--- config.mk ---
export PLATFORM = sky130hd
export DESIGN_NAME = sfilt_seq_flat
export DESIGN_NICKNAME = d
export VERILOG_FILES = /design/src/rtl/sfilt_pkg.sv /design/src/rtl/sfilt_seq_if.sv /design/src/rtl/sfilt_seq_hist.sv /design/src/rtl/sfilt_seq.sv /design/src/flat_wrapper.sv
export SDC_FILE = /design/constraint.sdc
export NUM_CORES = 1
export LEC_CHECK = 0
export BUFFER_PORTS_ARGS = -buffer_cell sky130_fd_sc_hd__buf_2
export CORE_MARGIN = 5
export CORE_UTILIZATION = 50
export CTS_BUF_LIST = sky130_fd_sc_hd__clkbuf_2 sky130_fd_sc_hd__clkbuf_4 sky130_fd_sc_hd__clkbuf_8
export DETAILED_ROUTE_END_ITERATION = 7
export PLACE_DENSITY = 0.82
export SLEW_MARGIN = 30
export SYNTH_ARGS = -nofsm -noshare
export SYNTH_HDL_FRONTEND = slang
export SYNTH_HIERARCHICAL = 1
export SYNTH_SLANG_ARGS = --single-unit
--- constraint.sdc ---
create_clock -name clk -period 5.9 [get_ports clk]
set_clock_uncertainty 0.1 [all_clocks]
set_input_delay 1.18 -clock clk [delete_from_list [all_inputs] [get_ports clk]]
set_output_delay 1.18 -clock clk [all_outputs]
set_load 0.05 [all_outputs]
--- src/rtl/sfilt_pkg.sv ---
// Shared definitions for the sfilt command sequencer: sfilt command codes and FSM states.
package sfilt_pkg;

    localparam logic [1:0] CMD_MULT = 2'd0;
    localparam logic [1:0] CMD_MAC  = 2'd1;
    localparam logic [1:0] CMD_SHR  = 2'd2;
    localparam logic [1:0] CMD_SEND = 2'd3;

    typedef enum logic [2:0] {
        IDLE,
        MULT0,
        MAC,
        SHIFT,
        SEND
    } sfilt_state_e;

endpackage

--- src/rtl/sfilt_seq_if.sv ---
// Sample handshake plus the sfilt command bus driven by the sequencer.
interface sfilt_seq_if;

    logic        in_valid;
    logic        in_ready;
    logic [31:0] in_data;
    logic [6:0]  shift;
    logic        pushout;
    logic [1:0]  cmd;
    logic [31:0] q;
    logic [31:0] h;

    // master: sample source / command consumer; slave: the sequencer
    modport master (
        output in_valid, in_data, shift,
        input  in_ready, pushout, cmd, q, h
    );

    modport slave (
        input  in_valid, in_data, shift,
        output in_ready, pushout, cmd, q, h
    );

endinterface

--- src/rtl/sfilt_seq_hist.sv ---
// NTAPS x 32 circular sample history; write at wptr+1, read at wptr-rd_off (modulo NTAPS).
module sfilt_seq_hist #(
    parameter int unsigned NTAPS = 8,
    parameter int unsigned AW    = $clog2(NTAPS)
) (
    input  logic          clk,
    input  logic          rst,
    input  logic          push,
    input  logic [31:0]   push_data,
    input  logic          clr,
    input  logic [AW-1:0] rd_off,
    output logic [31:0]   rd_data
);

    logic [31:0]   mem_q [NTAPS];
    logic [AW-1:0] wptr_q;
    logic [AW-1:0] base;
    logic [AW-1:0] wr_idx;
    logic [AW-1:0] rd_idx;

    // A clear coinciding with a push rebases the write to slot 1
    always_comb begin
        base   = clr ? '0 : wptr_q;
        wr_idx = base + AW'(1);
        rd_idx = wptr_q - rd_off;
    end

    assign rd_data = mem_q[rd_idx];

    always_ff @(posedge clk) begin
        if (rst) begin
            wptr_q <= '0;
            for (int i = 0; i < int'(NTAPS); i++) mem_q[i] <= '0;
        end else begin
            if (clr) begin
                wptr_q <= '0;
                for (int i = 0; i < int'(NTAPS); i++) mem_q[i] <= '0;
            end
            if (push) begin
                wptr_q         <= wr_idx;
                mem_q[wr_idx]  <= push_data;
            end
        end
    end

endmodule

--- src/rtl/sfilt_seq.sv ---
// Command sequencer for sfilt: per sample emits cmd0, (NTAPS-1) x cmd1, cmd2, cmd3.
// Optional SFILT_SEQ_HCLR_EN adds a hist_clr input that zeroes the history in IDLE/SEND.
module sfilt_seq
    import sfilt_pkg::*;
#(
    parameter int unsigned NTAPS = 8,
    parameter int unsigned AW    = $clog2(NTAPS)
) (
    input  logic          clk,
    input  logic          rst,
    input  logic          coef_we,
    input  logic [AW-1:0] coef_addr,
    input  logic [31:0]   coef_wdata,
`ifdef SFILT_SEQ_HCLR_EN
    input  logic          hist_clr,
`endif
    sfilt_seq_if.slave    bus
);

    sfilt_state_e  state_q;
    logic [AW-1:0] k_q;
    logic [AW-1:0] next_k;
    logic [6:0]    shift_q;
    logic [31:0]   coef_q [NTAPS];
    logic [31:0]   hist_rd;
    logic          accept;
    logic          clr;

    assign bus.in_ready = (state_q == IDLE) || (state_q == SEND);
    assign accept       = bus.in_valid && bus.in_ready;
    // Outputs are registered, so the tap read here is the one shown next cycle
    assign next_k       = (state_q == MAC) ? k_q + AW'(1) : AW'(1);

`ifdef SFILT_SEQ_HCLR_EN
    assign clr = hist_clr && bus.in_ready;
`else
    assign clr = 1'b0;
`endif

    sfilt_seq_hist #(
        .NTAPS (NTAPS),
        .AW    (AW)
    ) u_hist (
        .clk       (clk),
        .rst       (rst),
        .push      (accept),
        .push_data (bus.in_data),
        .clr       (clr),
        .rd_off    (next_k),
        .rd_data   (hist_rd)
    );

    always_ff @(posedge clk) begin
        if (rst) begin
            for (int i = 0; i < int'(NTAPS); i++) coef_q[i] <= '0;
        end else if (coef_we) begin
            coef_q[coef_addr] <= coef_wdata;
        end
    end

    always_ff @(posedge clk) begin
        if (rst) begin
            state_q     <= IDLE;
            k_q         <= '0;
            shift_q     <= '0;
            bus.pushout <= 1'b0;
            bus.cmd     <= CMD_MULT;
            bus.q       <= '0;
            bus.h       <= '0;
        end else if (accept) begin
            state_q     <= MULT0;
            shift_q     <= bus.shift;
            bus.pushout <= 1'b1;
            bus.cmd     <= CMD_MULT;
            bus.q       <= bus.in_data;
            bus.h       <= coef_q[0];
        end else begin
            case (state_q)
                IDLE: ;
                MULT0, MAC: begin
                    if (state_q == MAC && k_q == AW'(NTAPS - 1)) begin
                        state_q <= SHIFT;
                        bus.cmd <= CMD_SHR;
                        bus.q   <= '0;
                        bus.h   <= {25'b0, shift_q};
                    end else begin
                        state_q <= MAC;
                        k_q     <= next_k;
                        bus.cmd <= CMD_MAC;
                        bus.q   <= hist_rd;
                        bus.h   <= coef_q[next_k];
                    end
                end
                SHIFT: begin
                    state_q <= SEND;
                    bus.cmd <= CMD_SEND;
                    bus.q   <= '0;
                    bus.h   <= '0;
                end
                SEND: begin
                    state_q     <= IDLE;
                    bus.pushout <= 1'b0;
                    bus.cmd     <= CMD_MULT;
                end
                default: begin
                    state_q     <= IDLE;
                    bus.pushout <= 1'b0;
                end
            endcase
        end
    end

endmodule
--- src/flat_wrapper.sv ---
// flat-port wrapper written by rule: the top's interface ports become plain ports
module sfilt_seq_flat import sfilt_pkg::*;
#(
    parameter int unsigned NTAPS = 8,
    parameter int unsigned AW    = $clog2(NTAPS)
)
  (clk, rst, coef_we, coef_addr, coef_wdata, bus_in_valid, bus_in_data, bus_shift, bus_in_ready, bus_pushout, bus_cmd, bus_q, bus_h);
  sfilt_seq_if bus_i ();
  input  logic clk;
  input  logic rst;
  input  logic coef_we;
  input  logic [AW-1:0] coef_addr;
  input  logic [31:0] coef_wdata;
  input wire logic [$bits(bus_i.in_valid)-1:0] bus_in_valid;
  input wire logic [$bits(bus_i.in_data)-1:0] bus_in_data;
  input wire logic [$bits(bus_i.shift)-1:0] bus_shift;
  output wire logic [$bits(bus_i.in_ready)-1:0] bus_in_ready;
  output wire logic [$bits(bus_i.pushout)-1:0] bus_pushout;
  output wire logic [$bits(bus_i.cmd)-1:0] bus_cmd;
  output wire logic [$bits(bus_i.q)-1:0] bus_q;
  output wire logic [$bits(bus_i.h)-1:0] bus_h;
  assign bus_i.in_valid = bus_in_valid;
  assign bus_i.in_data = bus_in_data;
  assign bus_i.shift = bus_shift;
  assign bus_in_ready = bus_i.in_ready;
  assign bus_pushout = bus_i.pushout;
  assign bus_cmd = bus_i.cmd;
  assign bus_q = bus_i.q;
  assign bus_h = bus_i.h;
  sfilt_seq #(.NTAPS(NTAPS), .AW(AW)) u_core (.clk(clk), .rst(rst), .coef_we(coef_we), .coef_addr(coef_addr), .coef_wdata(coef_wdata), .bus(bus_i));
endmodule
After elaboration in Yosys (flattened, before gate mapping) --
Memory sizes are Yosys's and may differ from the RTL's. Index checks and enable logic that the tools add are counted.
Word-level totals: register bits 83, memory bits (writable) 512, input port bits 78, memories 2
Memory list:
- u_core.coef_q | depth 8, bits a word 32, read ports 2, clocked after memory_dff 0, wr ports 8, RTL line sfilt_seq.sv:24 | logic [31:0] coef_q [NTAPS];
- u_core.u_hist.mem_q | depth 8, bits a word 32, read ports 1, clocked after memory_dff 0, wr ports 8, RTL line sfilt_seq_hist.sv:15 | logic [31:0] mem_q [NTAPS];
Cells by class: add/sub/neg operators 3, eq/ne operators 7, mux-type cells 28, bitwise operators 2, reductions and logical operators 12
Operator list (number):
- 32-bit two-way mux | 6
- 32-bit one-hot mux with 2 select lines | 2
- 32-bit OR reduction | 2
- 1-bit two-way mux | 14
- 3-bit two-way mux | 3
- 3-bit one-hot mux with 3 select lines | 1
- 3-bit by 1-bit adder with 3-bit output (second input constant) | 2
- 3-bit by 2-bit == test with 1-bit output (second input constant) | 2
- 3-bit == test (second input constant) | 2
- 2-bit one-hot mux with 3 select lines | 1
- 3-bit nonzero test | 2
- 2-bit by 1-bit inequality test with 1-bit output (second input constant) | 2
- 2-bit OR reduction | 2
- 4-bit OR reduction | 1
- 3-bit by 1-bit == test with 1-bit output (second input constant) | 1
- 3-bit zero test | 1
- 3-bit AND reduction | 1
- 3-bit subtractor | 1
- 1-bit logical AND | 2
- 2-bit two-way mux | 1
- 1-bit NOT | 2
- 1-bit logical OR | 1

Longest topological paths before layout --
Gate-level depths: netlist (run 1).
depth after elaboration 8, depth in mapped cells 14, depth with buffers taken out 10

By module --
The synthesis (run 1) kept the hierarchy.
By module, submodules not included:
- sfilt_seq | times used 1, cells each 1429, area each 16305.6 um2
- sfilt_seq_hist | times used 1, cells each 802, area each 11793.8 um2

Worst setup path before layout (run 1) --
Ideal clock, no wire load.
path kind input to register, start point in bus_in_valid, end point mem u_core.u_hist.mem_q[2][0] (enable), arrival 5.091 ns, required time 5.334 ns, path slack 0.243 ns, stages on the path 9, buffers on the path 4, path through or3b_1 > buf_2 > inv_2 > buf_1 > nor2b_1 > buf_2 > nand4b_1 > buf_2 > o21ai_0
RTL lines:
- start: declaration | RTL line flat_wrapper.sv:14 | input wire logic [$bits(bus_i.in_valid)-1:0] bus_in_valid;
- end: declaration | RTL line sfilt_seq_hist.sv:15

Worst setup path after layout (run 1) --
start point reg u_core.state_q[1], end point reg u_core.bus.q[31]
On the way: cells in the longest elaborated chain, start to end 7, elaborated cells between the ends (all ways) 16, classes of those cells 1 x add/sub; 4 x eq/ne; 4 x mux; 6 x reduce/logical; 1 x memory
RTL lines:
- start: declaration | RTL line sfilt_seq.sv:20 | sfilt_state_e state_q;
- start signal: assignment | RTL line sfilt_seq.sv:63 | state_q <= IDLE;
- start signal: assignment | RTL line sfilt_seq.sv:71 | state_q <= MULT0;
- start signal: assignment | RTL line sfilt_seq.sv:82 | state_q <= SHIFT;
- 3-bit by 2-bit == test with 1-bit output | RTL line sfilt_seq.sv:32 | assign next_k = (state_q == MAC) ? k_q + AW'(1) : AW'(1);
- 3-bit two-way mux | RTL line sfilt_seq.sv:32
- via u_core.next_k[1] | RTL line sfilt_seq.sv:22 | logic [AW-1:0] next_k;
- 3-bit subtractor | RTL line sfilt_seq_hist.sv:25 | rd_idx = wptr_q - rd_off;
- memory 8 x 32 bit
- via u_core.hist_rd[31] | RTL line sfilt_seq.sv:25 | logic [31:0] hist_rd;
- 32-bit two-way mux | RTL line sfilt_seq.sv:81 | if (state_q == MAC && k_q == AW'(NTAPS - 1)) begin
- 32-bit one-hot mux with 2 select lines | RTL line sfilt_seq.sv:78 | case (state_q)
- 32-bit two-way mux | RTL line sfilt_seq.sv:70 | end else if (accept) begin
- end signal: assignment | RTL line sfilt_seq.sv:75 | bus.q <= bus.in_data;
- end signal: assignment | RTL line sfilt_seq.sv:90 | bus.q <= hist_rd;
- end: declaration | RTL line sfilt_seq_if.sv:21 | output in_ready, pushout, cmd, q, h
The timed path passes the listed nets, and every way through them passes these cells. A chain may end at the register's enable or synchronous reset.

==> results of run 1 <==
## cells by family after synthesis
kind of cell,after synthesis
AOI/OAI and AO/OA,391
xor gates and xnor gates,9
adders and majority gates,5
buffers and inverters,266
DFF,595
muxes,180
other,1
and+or+nand+nor,784
## critical path: stages, from the launching register on
cell and delay, ns:
dfxtp_2 0.74, buf_4 0.52, nand4bb_2 0.18, inv_2 0.23
inv_1 0.10, fa_2 0.59, buf_4 0.48, mux4_2 0.40
mux2_2 0.28, a222oi_1 0.36, nor2_1 0.09
## layout by cell type (no fill, tap or decap), types with 47 or more instances in the layout
master,netlist,final
a211oi_1,47,47
a21oi_1,114,113
and2_1,281,281
buf_2,75,144
buf_4,12,47
clkbuf_4,0,56
clkbuf_8,0,107
dfxtp_1,83,81
edfxtp_1,512,512
inv_1,62,62
mux2_2,107,107
mux4_2,64,64
nand2_1,104,103
nor2_1,88,82
nor3_1,206,203
o21ai_0,64,55
## metrics by stage
step | setup WS, ns | std cells
after floorplan | 0.243 | 2231
after global placement | 1.25 | 2970
after detailed placement | 1.35 | 2979
after CTS | 1.83 | 3160
after global routing | 1.54 | 3169
final | 1.67 | 3171
## routing by layer
metal / up-vias / wire length, um
met2: 1409 / 38500
met1: 9778 / 27600
met3: 243 / 9310
met5: - / 39
li1: 8543 / -
met4: 6 / 3180
## where the power goes
| group | total [mW] | switching (mW) | leakage (nW) | internal, mW |
|---|---|---|---|---|
| combinational | 1.60 | 1.07 | 4.59 | 0.525 |
| clock | 3.66 | 1.63 | 1.09 | 2.03 |
| sequential | 4.98 | 0.135 | 5.99 | 4.85 |
| total | 10.2 | 2.84 | 11.7 | 7.40 |
## layout make-up
cell class                 count  area (um2)
antenna                        6        15.0
clock buffer                 163        1890
clock inverter                18         120
fill                        4153       23600
inverter                      65         246
multi-input combinational   1370       10100
sequential                   595       17000
tap                          748         936
timing repair buffer         206        1390
## flip-flops by register name, summed over array words and instances (netlist names), 3 cells and up
name,flops
u_core/bus.h,32
u_core/bus.q,32
u_core/coef_q,256
u_core/k_q,3
u_core/shift_q,7
u_core/state_q,3
u_core/u_hist/mem_q,256
u_core/u_hist/wptr_q,3
## final timing paths
kind                                     endpoint              start  slack [ns]  cells past startpoint
worst min-delay path            u_core/shift_q[0]  u_core/shift_q[0]        0.37                      2
worst min register to register  u_core/shift_q[0]  u_core/shift_q[0]        0.37                      2
worst max register to register   u_core/bus.q[31]  u_core/state_q[1]        1.67                     10
worst max-delay path             u_core/bus.q[31]  u_core/state_q[1]        1.67                     10
==> flow_summary_export.csv, run 1 <==
group,metric,value,unit
run_status,status,"finished with violations",
run_status,violations,"DRC, slew limit",
synth,syn_area,0.0281,mm2
synth,async_flop_share,0,%
sta,max_slew_margin,-21.8,%
grt,grt_max_degree,83,
clock_network,h-tree-depth,3,
grt,grt_pass1_wl,119,mm
drt,first_iter_violations,2463,
pwr,power,10.2,mW
setup_path,critPathMaxFanout,40,
synth,yosysTopAreaCell,"edfxtp_1",
place,place.gp.congestion,0.864,
drt,postRouteWirelength,78.6,mm
drt,drc,2,
synth,syn-num-nets,2314,
synth,yosysMostFrequentCell,"edfxtp_1",
synth,synth-xor-area-share,0.281,%
cells_and_area,layout.nets,2419,
cells_and_area,stdcell_area,0.0318,mm2
grt,grt-ovfl-total,0,
synth,synth_top_cell_area_share,54.7,%
grt,grt_use_total,25.4,%
clock_network,cts_buffer_depth,3,
setup_path,crit_arrival,4.67,ns
synth,seq_area_frac_synth,60.6,%
synth,synth_common_cells,"edfxtp_1 (512), and2_1 (281), nor3_1 (206)",
setup_path,critical_path_class,"reg2reg",
clock_network,cts_made_buffers,98,
cells_and_area,area_growth,13.1,%
floorplanning,coreArea,0.0554,mm2
sta,rsz0062_at_grt,"no",
min_path,holdCritPathClass,"reg2reg",
grt,grt_pass1_vias,20700,
grt,gr-usage-met3,6.55,%
clock_network,postCtsSetupRepairBufs,0,
sta,finalCritPeriodShare,71.8,%
floorplanning,io_pins,146,
drt,drtAntennaViolNets,0,
pwr,ir_drop,0.000168,V
grt,antenna_found_initial,10,
synth,ys.flop_type,"edfxtp_1",
pwr,p_per_area,322,mW/mm2
grt,met2_usage,41.8,%
drt,avgViaCountPerCell,6.30,
pwr,p_leak,11.7,nW
synth,synth_edf_count,512,
sta,setup_tns,0,ns
grt,met1_usage,31.4,%
clock_network,clk_pin_slew,0.06,ns
clock_network,clkLatencyLatePin,0.69,ns
sta,slew_viol_final,66,
clock_network,ctsResizeCount,0,
clock_network,clock-sinks,595,
synth,synth_area_per_cell,12.6,um2
sta,worstMarginPinSlew,1.83,ns
sta,fmax,0.236,GHz
floorplanning,initial_core_util,50.7,%
place,port-buffer-count,145,
sta,finalHoldWorstSlack,0.368,ns
synth,synthSimpleGateAreaFrac,14.9,%
place,placed_cell_area,0.0296,mm2
synth,synth_top_family_by_area,"simple AND/OR/NAND/NOR gates",
synth,synthCells,2231,
setup_path,critPathRequiredTime,6.34,ns
clock_network,ctsHoldBuffers,0,
setup_path,end_kind,"register",
flow_run,drv_cap,0,
grt,busiest_layer,"met2",
place,dpl.hpwl,44.6,mm
synth,synthMuxAreaShare,9.74,%
synth,synth_fa_ha_area_share,0.249,%
drt,first_pass_iters,8,
floorplanning,dieArea,0.0610,mm2
synth,synth_compound_area_share,9.98,%
synth,synth_cell_types,54,
clock_network,cts_tree,"yes",
setup_path,crit_path_start_kind,"register",
floorplanning,die_w,247,um
synth,ys_ff_latch,595,
synth,yosys_warnings,6,
floorplanning,core.rowCount,86,
cells_and_area,fin_util,57.3,%
clock_network,cts-root-buf,"clkbuf_8",
sta,min_period,4.23,ns
synth,synth_area_leaders,"edfxtp_1 (55%), and2_1 (6.3%), dfxtp_1 (5.9%)",
drt,via_count,20000,
drt,wire_per_inst,24.8,um
floorplanning,chipHeight,247,um
sta,hold_viol,0,
sta,finalSetupViolCount,0,
cells_and_area,drive_above_1_share,26.4,%
No activity file was read; power rests on OpenSTA's default activity.
==> inputs of run 2 (changes only) <==
- ABC_AREA: not set -> 1
- clock period: 5.9 -> 3.5 ns (I/O delays scaled with it)
==> run 2 against run 1 <==
  * Clock-buffer cell count shrank 15
  * Global-route usage shrank 1.4 points
  * The run now ends clean
  * Largest power group unchanged
  * Area after synthesis fell by 1.8%
  * Clock power up 69%
  * Sequential share of layout area is 1.5 points higher
  * Combinational power grew 58%
  * Total power rose by 67%
  * Fmax grew 37%
  * Cell count grew 26%
  * Routed wire length fell by 6.3%
  * Sequential cell count unchanged
  * Highest routed layer is now met4
  * Hold slack lost 0.22 ns
==> flow_summary_export.csv, run 2 <==
group,metric,value,unit
setup_path,crit_buf_inv,4,
floorplanning,dieArea,0.0600,mm2
clock_network,h-tree-depth,3,
cells_and_area,layout.nets,3282,
setup_path,critPathMaxFanout,21,
floorplanning,initial_core_util,50.3,%
setup_path,max_stage_delay,0.44,ns
grt,grt_use_total,24.0,%
drt,avgViaCountPerCell,5.41,
cells_and_area,seq_area,0.0170,mm2
clock_network,clkLatencyLatePin,0.71,ns
synth,yosys_warnings,6,
cells_and_area,top_regs,"u_core/coef_q: 256 flops, u_core/u_hist/mem_q: 256 flops",
sta,setup_ws,0.405,ns
clock_network,cts_made_buffers,93,
cells_and_area,area_growth,11.9,%
setup_path,cpLargestDelayFamily,"buffers and inverters",
synth,synth_top_cell_area_share,55.7,%
place,place.gp.congestion,0.831,
setup_path,crit_path_start_kind,"register",
clock_network,ctsHoldBuffers,0,
synth,async_flop_share,0,%
synth,ys.flop_type,"edfxtp_1",
place,dp_slack,0.489,ns
synth,yosysMostFrequentCell,"nand2_1",
clock_network,cts_buffer_depth,3,
setup_path,cpMaxStageDelayCell,"fa_1",
clock_network,cts-root-buf,"clkbuf_8",
flow_run,drv_cap,0,
floorplanning,core.rowCount,86,
drt,wire_per_inst,18.5,um
sta,finalHoldWorstSlack,0.149,ns
clock_network,ctsResizeCount,0,
cells_and_area,final_common_cell,"nand2_1",
synth,synthCells,3068,
setup_path,critical_path_class,"reg2reg",
setup_path,critPathRequiredTime,4.01,ns
setup_path,crit_arrival,3.60,ns
sta,finalCritPeriodShare,88.4,%
clock_network,clock-sinks,595,
synth,synth_cell_types,34,
setup_path,path_common_cell,"nand2_1",
grt,grt-ovfl-total,0,
drt,drtAntennaViolNets,0,
cells_and_area,fin_util,56.3,%
drt,via_count,21500,
clock_network,cts_tree,"yes",
pwr,p_per_area,552,mW/mm2
synth,synth_area_per_cell,8.99,um2
cells_and_area,nFillCells,4605,
sta,rsz0062_at_grt,"no",
sta,slew_viol_final,0,
pwr,p_leak,13.8,nW
grt,grt_pass1_wl,114,mm
synth,synth_area_leaders,"edfxtp_1 (56%), nand2_1 (11%), nor2_1 (8.8%)",
sta,setup_tns,0,ns
floorplanning,chipHeight,245,um
sta,max_slew_margin,39.2,%
grt,grt_pass1_vias,21100,
sta,min_period,3.10,ns
place,dpl.hpwl,42.3,mm
synth,synth_edf_count,512,
drt,first_iter_violations,2837,
floorplanning,die_w,245,um
cells_and_area,layout.cells.non_filler,3981,
synth,synth_common_cells,"nand2_1 (809), nor2_1 (650), edfxtp_1 (512)",
drt,first_pass_iters,6,
grt,antenna_found_initial,1,
grt,grt_max_degree,225,
drt,postRouteWirelength,73.7,mm
sta,finalSetupViolCount,0,
place,port-buffer-count,145,
cells_and_area,multi_input_area,0.00847,mm2
synth,syn_area,0.0276,mm2
floorplanning,coreArea,0.0549,mm2
clock_network,postCtsSetupRepairBufs,0,
sta,worstMarginPinSlew,0.911,ns
setup_path,end_kind,"register",
synth,seq_area_frac_synth,61.7,%
cells_and_area,drive_above_1_share,14.0,%
clock_network,clk_pin_slew,0.06,ns
synth,yosysTopAreaCell,"edfxtp_1",
floorplanning,io_pins,146,
cells_and_area,most-common-layout-cells,"nand2_1 (809), nor2_1 (650), edfxtp_1 (512)",
place,dp.cells,3808,
sta,fmax,0.323,GHz
setup_path,path_cells,"inv_2, nor2_8, nand3_4, ha_4, inv_1, fa_1, inv_2, buf_4, nand2_1, o21ai_0, nand2_1, nand2_1, nand2_1, a31oi_1",
drt,drc,0,
synth,ys_ff_latch,595,
pwr,ir_drop,0.000390,V
min_path,holdCritPathClass,"in2reg",
run_status,status,"complete, no violations",
sta,hold_viol,0,
[run 2: cells by family after synthesis]
group | Yosys count | synth area share [%]
fa+ha+maj | 5 | 0.254
other cells | 1 | 0.0136
compound gates | 262 | 5.06
simple gates | 1725 | 25.3
buf+inv | 480 | 7.65
flops | 595 | 61.7
[run 2: path summary, 6_finish.rpt]
kind | start | end | slack, ns | depth (start not counted)
worst max-delay path | u_core/state_q[1] | u_core/bus.q[24] | 0.40 | 14
worst min-delay path | bus_shift[3] | u_core/shift_q[3] | 0.15 | 3
worst max register to register | u_core/state_q[1] | u_core/bus.q[24] | 0.40 | 14
worst min register to register | u_core/bus.cmd[0] | u_core/bus.cmd[0] | 0.39 | 2
[run 2: layout make-up]
type	instances	share of cell area, %
sequential	595	55.2
timing repair buffer	216	4.48
tap	704	2.85
antenna	1	0.00810
inverter	298	3.63
multi-input combinational	1995	27.4
clock buffer	148	5.72
clock inverter	24	0.713
[run 2: worst register-to-register path: stages, from the launching register on]
cell	delay (ns)
dfxtp_1	0.39
inv_2	0.08
nor2_8	0.27
nand3_4	0.15
ha_4	0.18
inv_1	0.06
fa_1	0.44
inv_2	0.31
buf_4	0.33
nand2_1	0.12
o21ai_0	0.20
nand2_1	0.10
nand2_1	0.09
nand2_1	0.05
a31oi_1	0.13
[run 2: metal layers]
metal / vias to the layer above / track usage (%) / wire length [um]
met5: - / 0 / 0
met4: 0 / 8.99 / 2710
met3: 190 / 4.90 / 7660
met2: 1213 / 40.9 / 35800
met1: 9975 / 30.6 / 27500
li1: 10200 / - / -
[run 2: report_power, final]
part / switching [mW] / leakage (nW) / internal, mW
registers: 0.175 / 6.00 / 8.15
logic: 1.86 / 6.73 / 0.673
clock network: 2.76 / 1.07 / 3.44
[run 2: per-stage QoR]
stage          instance area (um2)  power [mW]
2_1_floorplan                27600        10.2
3_3_place_gp                 28900        10.9
3_5_place_dp                 28900        11.0
4_1_cts                      30900        17.1
5_1_grt                      30900        17.7
6_report                     30900        17.1
